## config.mk

```make
export PLATFORM = sky130hd
export DESIGN_NAME = subkey_collector
export DESIGN_NICKNAME = d
export VERILOG_FILES = /design/src/rtl/subkey_collector.sv
export SDC_FILE = /design/constraint.sdc
export NUM_CORES = 1
export LEC_CHECK = 0
export CORE_AREA = 2 2 193 195
export CTS_BUF_LIST = sky130_fd_sc_hd__clkbuf_2
export DETAILED_ROUTE_END_ITERATION = 7
export DIE_AREA = 0 0 195 197
export PLACE_DENSITY_LB_ADDON = 0.2
export SLEW_MARGIN = 0
export SYNTH_ARGS = -nofsm -noshare
export SYNTH_HDL_FRONTEND = slang
export SYNTH_SLANG_ARGS = --single-unit
```

## constraint.sdc

```tcl
create_clock -name CLK -period 6.2 [get_ports CLK]
set_input_delay 0.93 -clock CLK [delete_from_list [all_inputs] [get_ports CLK]]
set_output_delay 0.93 -clock CLK [all_outputs]
set_load 0.02 [all_outputs]
```

## src/rtl/subkey_collector.sv

```systemverilog
// rtl/subkey_collector.sv - drains NSRC candidate-subkey FIFOs into one tagged valid/ready stream
// Rotating-priority SCAN/READ/HOLD arbiter; one word in flight at a time.
module subkey_collector #(
    parameter int NSRC = 16,
    parameter int DW   = 24
) (
    input  logic               CLK,
    input  logic               RESET,
    input  logic [NSRC*DW-1:0] SRC_RDDATA,
    input  logic [NSRC-1:0]    SRC_RDEMPTY,
    input  logic [NSRC-1:0]    SRC_DONE,
    output logic [NSRC-1:0]    SRC_RDEN,
    output logic [DW-1:0]      OUT_DATA,
    output logic [3:0]         OUT_SRC,
    output logic               OUT_VALID,
    input  logic               OUT_READY,
    output logic               ALL_DONE,
    output logic [31:0]        COUNT
);

    typedef enum logic [1:0] {SCAN, READ, HOLD} state_t;

    state_t     state;
    state_t     next_state;
    logic [3:0] ptr;
    logic [3:0] sel;
    logic [3:0] sel_q;
    logic [4:0] idx;
    logic       found;
    logic       any_avail;

    assign any_avail = ~&SRC_RDEMPTY;

    // First non-empty source at or after ptr, wrapping modulo NSRC.
    always_comb begin
        sel   = ptr;
        found = 1'b0;
        idx   = '0;
        for (int k = 0; k < NSRC; k++) begin
            idx = {1'b0, ptr} + 5'(k);
            if (idx >= 5'(NSRC))
                idx = idx - 5'(NSRC);
            if (!found && !SRC_RDEMPTY[idx[3:0]]) begin
                sel   = idx[3:0];
                found = 1'b1;
            end
        end
    end

    always_ff @(posedge CLK or posedge RESET) begin
        if (RESET)
            state <= SCAN;
        else
            state <= next_state;
    end

    always_comb begin
        next_state = state;
        case (state)
            SCAN:    if (any_avail) next_state = READ;
            READ:    next_state = HOLD;
            HOLD:    if (OUT_READY) next_state = SCAN;
            default: next_state = SCAN;
        endcase
    end

    // Pop strobe is combinational so RDEN and the registered FIFO read line up with READ.
    always_comb begin
        SRC_RDEN = '0;
        if (!RESET && state == SCAN && any_avail)
            SRC_RDEN[sel] = 1'b1;
    end

    always_ff @(posedge CLK or posedge RESET) begin
        if (RESET) begin
            ptr       <= '0;
            sel_q     <= '0;
            OUT_DATA  <= '0;
            OUT_SRC   <= '0;
            OUT_VALID <= 1'b0;
            COUNT     <= '0;
            ALL_DONE  <= 1'b0;
        end else begin
            case (state)
                SCAN: begin
                    if (any_avail) begin
                        sel_q <= sel;
                        ptr   <= (sel == 4'(NSRC - 1)) ? 4'd0 : sel + 4'd1;
                    end
                end
                READ: begin
                    OUT_DATA  <= SRC_RDDATA[sel_q*DW +: DW];
                    OUT_SRC   <= sel_q;
                    OUT_VALID <= 1'b1;
                end
                HOLD: begin
                    if (OUT_READY) begin
                        OUT_VALID <= 1'b0;
                        if (COUNT != 32'hFFFF_FFFF)
                            COUNT <= COUNT + 32'd1;
                    end
                end
                default: ;
            endcase
            ALL_DONE <= (state == SCAN) && (&SRC_DONE) && (&SRC_RDEMPTY) && !OUT_VALID;
        end
    end

endmodule

```

=== Yosys cells after proc, flatten, opt, wreduce, memory -nomap -nowiden ===
Cells that the tools add are included.
W data, S select, Z words.

* Register bits after elaboration: 72
* Memory bits (writable): 0
* Bits in latches: 0
* Logic and storage cells: 233
* Output and inout bits: 78
* Memory bits (read-only): 0
* Memories: 0
* Bits of input ports: 419

* Shift-type cells: 1
* Bitwise logic cells: 1
* Order comparisons: 34
* $add $sub $neg: 33
* $mul: 1
* Muxes and demuxes: 88
* Reduce and logical (&&, ||, !) cells: 61
* Divide/modulo/power cells: 0
* Eq/ne operators: 6

{| class="wikitable"
|+ Operators with widths
! cell !! count
|-
| $shiftx A384 B10 Y24 || 1
|-
| $mux W4 || 33
|-
| $lt A4 B5 Y1 const B || 17
|-
| $ge A5 B5 Y1 const B || 15
|-
| $bmux W1 S4 || 16
|-
| $sub A4 B1 Y4 const B || 16
|-
| $add A4 B4 Y5 const B || 8
|-
| $mux W1 || 33
|-
| $add A32 B1 Y32 const B || 1
|-
| $logic_not A1 Y1 || 32
|-
| $ne A32 B32 Y1 const B || 1
|-
| $reduce_and A16 Y1 || 2
|-
| $logic_and A1 B1 Y1 || 21
|-
| $add A4 B3 Y5 const B || 4
|-
| $mux W16 || 1
|-
| $add A4 B2 Y5 const B || 2
|-
| $mul A4 B2 Y6 const B || 1
|-
| $pmux W2 S3 || 1
|-
| $reduce_and A2 Y1 || 3
|-
| $add A4 B1 Y5 const B || 1
|-
| $ge A4 B5 Y1 const B || 1
|-
| $add A4 B1 Y4 const B || 1
|-
| $demux W1 S4 || 1
|-
| $eq A4 B4 Y1 const B || 1
|-
| 10 further kinds || 12
|}

=== Longest topological paths before layout ===
* Depth after elaboration: 55
* Mapped depth: 22
* Gate-level depth less buffers: 15

=== Worst setup path before layout ===
No wires, ideal clock.

* Path kind: flip-flop to output port
* Start point: reg ptr[1]
* End point: out SRC_RDEN[3]
* Buffers on the path: 5
* Stages on the path, launching flop included: 20
* Required time: 5.270 ns
* Arrival: 4.438 ns
* Path slack: 0.832 ns
* Cells stage by stage: dfrtp_1 buf_4 buf_6 clkbuf_1 inv_1 ha_1 buf_6 buf_8 mux2_1 mux4_2 mux2_4 a2111oi_0 o21ai_0 a32oi_1 o211ai_1 a21o_1 inv_1 ha_1 nand2_1 nor2_1

* Longest elaborated chain between the ends: 55
* Elaborated cells between the ends (all ways): 176
* Classes of those cells: 31 x add/sub; 18 x order compare; 82 x mux; 45 x reduce/logical

{| class="wikitable"
|+ RTL lines
! element !! RTL line !! text
|-
| start, declared || 25 || <nowiki>logic [3:0] ptr;</nowiki>
|-
| start signal, assigned || 88 || <nowiki>ptr <= (sel == 4'(NSRC - 1)) ? 4'd0 : sel + 4'd1;</nowiki>
|-
| $add A4 B1 Y5 || 40 || <nowiki>idx = {1'b0, ptr} + 5'(k);</nowiki>
|-
| $sub A4 B1 Y4 or $ge A5 B5 Y1 (tied branches) || 42, 41 ||
|-
| $mux W4 || 41 || <nowiki>if (idx >= 5'(NSRC))</nowiki>
|-
| $bmux W1 S4 || 43 || <nowiki>if (!found && !SRC_RDEMPTY[idx[3:0]]) begin</nowiki>
|-
| $mux W1 (not written as such) || 43 ||
|-
| $logic_not A1 Y1 || 43 ||
|-
| $logic_and A1 B1 Y1 || 43 ||
|-
| $mux W1 || 43 ||
|-
| (+40 left out) || -- ||
|-
| $logic_and A1 B1 Y1 || 43 ||
|-
| $mux W4 (*) || 43 ||
|-
| via sel[1] || 26 || <nowiki>logic [3:0] sel;</nowiki>
|-
| $lt A4 B5 Y1 (not written as such) or $ge A4 B1 Y1 (tied branches) || 71 || <nowiki>SRC_RDEN[sel] = 1'b1;</nowiki>
|-
| $logic_and A1 B1 Y1 (not written as such) || 71 ||
|-
| $mux W1 (not written as such) || 71 ||
|-
| $demux W1 S4 (*) || 71 ||
|-
| $mux W16 (*) || 70 || <nowiki>if (!RESET && state == SCAN && any_avail)</nowiki>
|-
| end, declared || 12 || <nowiki>output logic [NSRC-1:0] SRC_RDEN,</nowiki>
|}

The timed path passes the listed nets; every way through them passes the cells marked *. The select of a mux whose other input is x is not followed.

=== Final worst setup path ===
* Start point: reg ptr[0]
* End point: out SRC_RDEN[5]

* Longest elaborated chain between the ends: 55
* Elaborated cells between the ends (all ways): 176
* Classes of those cells: 31 x add/sub; 18 x order compare; 82 x mux; 45 x reduce/logical

{| class="wikitable"
|+ RTL lines
! element !! RTL line
|-
| $add A4 B1 Y5 || 40
|-
| $sub A4 B1 Y4 or $ge A5 B5 Y1 (tied branches) || 42, 41
|-
| $mux W4 || 41
|-
| $bmux W1 S4 || 43
|-
| $mux W1 (not written as such) || 43
|-
| $logic_not A1 Y1 || 43
|-
| $logic_and A1 B1 Y1 || 43
|-
| $mux W1 || 43
|-
| (+39 left out) || --
|-
| $logic_not A1 Y1 || 43
|-
| $logic_and A1 B1 Y1 || 43
|-
| $mux W4 (*) || 43
|-
| $lt A4 B5 Y1 (not written as such) or $ge A4 B1 Y1 (tied branches) || 71
|-
| $logic_and A1 B1 Y1 (not written as such) || 71
|-
| $mux W1 (not written as such) || 71
|-
| $demux W1 S4 (*) || 71
|-
| $mux W16 (*) || 70
|}

Mark *: on every way between the ends. The rest lies on a longest branch, timed or not. The select of a mux whose other input is x is not followed.

==> run_results.csv <==
group,metric,value,unit
worst_setup_path,reg2reg_slack,2.01,ns
power,power.density,483,mW/mm²
routing,drtIter0Drc,601,
cells_and_area,fin_cells,1713,
floorplan,core,0.0363,mm²
power,switching_share,0.502,
floorplan,die_x,195,µm
placement,post-place-cells,1690,
cells_and_area,regArea,0.00181,mm²
placement,hpwl,36800,µm
cells_and_area,area_growth,67.1,%
timing,fin_crit,5.90,ns
synthesis,synthDistinctLibCells,66,
synthesis,synth_top_area_frac,0.378,
routing,ant_nets,0,
worst_setup_path,regToRegStartpoint,"ptr[0]$_DFFE_PP0P_",
floorplan,die_y,197,µm
cells_and_area,nets,1667,
global_route,grt_overflow,0,
synthesis,syn_area,0.00847,mm²
cells_and_area,drive_gt1_frac,0.184,
routing,vias,8720,
worst_setup_path,path_delay_family,"simple AND/OR/NAND/NOR gates",
routing,drc,0,
timing,fin_tns_setup,0,ns
synthesis,ys.warnings.count,0,
cts,cts-buffers-inserted,9,
worst_setup_path,worstSetupEndpointType,"output port",
power,seqPwrFrac,0.142,
global_route,grt_usage,0.223,
routing,via_per_inst,5.09,
cts,clk_root_buffer_cell,"clkbuf_2",
worst_setup_path,crit_slowest_cell,"mux4_1",
cts,cts_buffer_depth,2,
floorplan,io_pins,497,
run,cap_violations,0,
cells_and_area,fillers,3564,
worst_setup_path,start_kind,"flop",
floorplan,initial_core_util,0.234,
cells_and_area,multi_input_comb_area,0.00636,mm²
floorplan,num_rows,70,
timing,finalMaxSlewViolations,0,
routing,drt_pass1_iterations,5,
synthesis,synth_top_area_cell,"mux4_2",
power,leakage,5.39,nW
worst_setup_path,crit_chain,"inv_2 -> ha_4 -> buf_4 -> mux4_1 -> nand4_1 -> nand4_1 -> nand3_1 -> buf_4 -> nor2b_1 -> nor3b_1 -> a31oi_1 -> o211ai_2 -> or2_2 -> nor2_1 -> clkdlybuf4s50_1",
global_route,gr-usage-met1,0.289,
cts,cts_tree,"yes",
synthesis,syn_inst,759,
global_route,grt-busiest-layer,"met2",
worst_setup_path,startpoint,"ptr[0]$_DFFE_PP0P_",
global_route,grt_max_degree,65,
cts,hold_buffers,0,
timing,max_freq,0.170,GHz
global_route,met2_usage,0.376,
power,combPwrFrac,0.815,
power,max-vdd-ir-drop,220,µV
worst_hold_path,hold-path-endpoint,"OUT_DATA[15]$_DFFE_PP0P_",
synthesis,syn_nets,1190,
global_route,grt_pass1_vias,9035,
cts,path_clk_slew,0.25,ns
power,power.net_switching,0.00344,W
worst_setup_path,cp_max_fo,13,
worst_setup_path,cp_data_required_time,5.27,ns
synthesis,synth_edf_count,0,
floorplan,dieArea,0.0384,mm²
cells_and_area,layout_common_cells,"clkdlybuf4s50_1 (487), mux4_2 (142), nand2_1 (121), dfrtp_1 (68), nor2_1 (49)",
timing,tightest_slew,1.04,ns
timing,post-route-period-util,0.951,
worst_hold_path,hold_depth,2,
timing,hold_viol,0,
placement,gp_congestion,0.922,
worst_setup_path,reg2regPathDepth,16,
timing,worst_hold_slack,0.498,ns
routing,postRouteWirelength,43800,µm
worst_hold_path,hold_path.class,"flop to flop",
timing,finalClockSkew,0.0463,ns
cts,cts_sinks,72,
synthesis,synth_seq_cells,72,
cts,clock_latency,0.59,ns
timing,setup_viol,0,
timing,maxSlewHeadroom,0.310,
cts,cts.htree.levels,3,
global_route,grt_antenna_before_repair,12,
cells_and_area,layout_commonest_cell,"clkdlybuf4s50_1",
synthesis,ys_seq_area_frac,0.213,
worst_setup_path,critPathMaxStageDelay,0.64,ns
status,status,"completed",
synthesis,synthTopCellsByArea,"mux4_2 (38%), dfrtp_1 (21%), nand2_1 (5.4%), mux2i_1 (4.5%), xnor2_1 (3.2%)",
placement,port_buffers,496,
power,power,0.00684,W
worst_setup_path,critPathArrivalTime,4.97,ns
synthesis,synth_area_per_cell,11.2,µm²
synthesis,synthArstFlopShare,1.00,
worst_setup_path,path_class,"flop to output port",
power,clkPwrFrac,0.043,
worst_setup_path,r2r_end,"ptr[0]$_DFFE_PP0P_",
routing,wl_per_cell,25.6,µm
power,p_int,0.00340,W
worst_hold_path,hold_path.startpoint,"OUT_DATA[15]$_DFFE_PP0P_",
synthesis,yosys_most_used_dff,"dfrtp_1",
global_route,grt_use_met3,0.0483,
worst_setup_path,worst-path-buf-inv,4,
global_route,grt_pass1_wl,62200,µm
timing,grt_setup_unrepaired,"no",
[kinds of logic after synthesis]
family                     Yosys count  synth area share
xor gates and xnor gates            45            0.0483
adders and majority gates           12            0.0177
AOI/OAI and AO/OA                   88            0.0734
buffers and inverters               78            0.0423
and+or+nand+nor                    261             0.144
muxes                              203             0.462
DFF                                 72             0.213
[how the worst max path moves through the flow]
stage | to | cells past startpoint | slack [ns]
global route | SRC_RDEN[8] | 15 | 0.0008
CTS | SRC_RDEN[3] | 16 | 0.05
detailed placement | SRC_RDEN[3] | 14 | 0.28
floorplan | SRC_RDEN[3] | 19 | 0.83
finish | SRC_RDEN[5] | 15 | 0.30
global placement | SRC_RDEN[3] | 14 | 0.35
[synth_stat cells, drive strengths merged, types with 7 or more instances]
library cell and instances:
o21ai 20, nand4 17, ha 12, nand3 19, nand2b 11, nand2 121, o211ai 8, mux2i 39
nor4 7, nor2 49, inv 23, o31ai 9, mux4 146, xnor2 33, nor3 7, mux2 18
buf 23, a21oi 10, dfrtp 72, xor2 12, clkbuf 32
[cell type report]
| type | instances | share of cell area |
|---|---|---|
| inverters | 23 | 0.00619 |
| clock buffers | 10 | 0.00354 |
| repair buffers | 521 | 0.366 |
| clock inverters | 6 | 0.00486 |
| flip-flops and latches | 72 | 0.128 |
| diodes | 4 | 0.000707 |
| well taps | 468 | 0.0414 |
| multi-input cells | 609 | 0.449 |
[flip-flops by register name, indices dropped and copies added (netlist names)]
register,cells
OUT_VALID,1
state,2
OUT_SRC,4
sel_q,4
COUNT,32
ptr,4
ALL_DONE,1
OUT_DATA,24
[worst reg2reg max path, cell delays in order, from the launching register on]
cell	delay (ns)
dfrtp_1	0.43
inv_2	0.12
ha_4	0.40
buf_4	0.18
mux4_1	0.64
a211oi_1	0.42
nand3b_1	0.27
nor4_2	0.07
buf_4	0.16
a32oi_1	0.18
nand3_1	0.16
xnor2_2	0.27
inv_1	0.13
ha_1	0.21
inv_1	0.11
nor3b_1	0.07
o31ai_1	0.29
[metrics by stage]
step	setup WS, ns	cell area (µm²)	utilization
floorplan	0.832	8470	-
global placement	0.352	13900	0.384
detailed placement	0.277	13900	0.384
CTS	0.0546	14100	0.388
global route	0.000791	14200	0.390
finish	0.303	14200	0.390
[power groups by stage]
stage / registers (W) / logic (W) / clock network (W)
detailed placement: 0.000986 / 0.00547 / 0
CTS: 0.000978 / 0.00552 / 0.000306
finish: 0.000970 / 0.00557 / 0.000294
global route: 0.00102 / 0.00598 / 0.000323
global placement: 0.000982 / 0.00550 / 0
floorplan: 0.000832 / 0.00385 / 0
[per-layer routing]
metal,up-vias,part of all wire
met2,343,0.50
met5,-,0.00062
met4,4,0.022
met3,45,0.061
li1,3937,-
met1,4391,0.42
[what timing repair did]
action	4_1_cts	5_1_grt
setup endpoints to repair	13	15
pin swaps	0	2
resized for setup	3	15
buffers inserted	0	3
(Power assumes the default switching activity.)
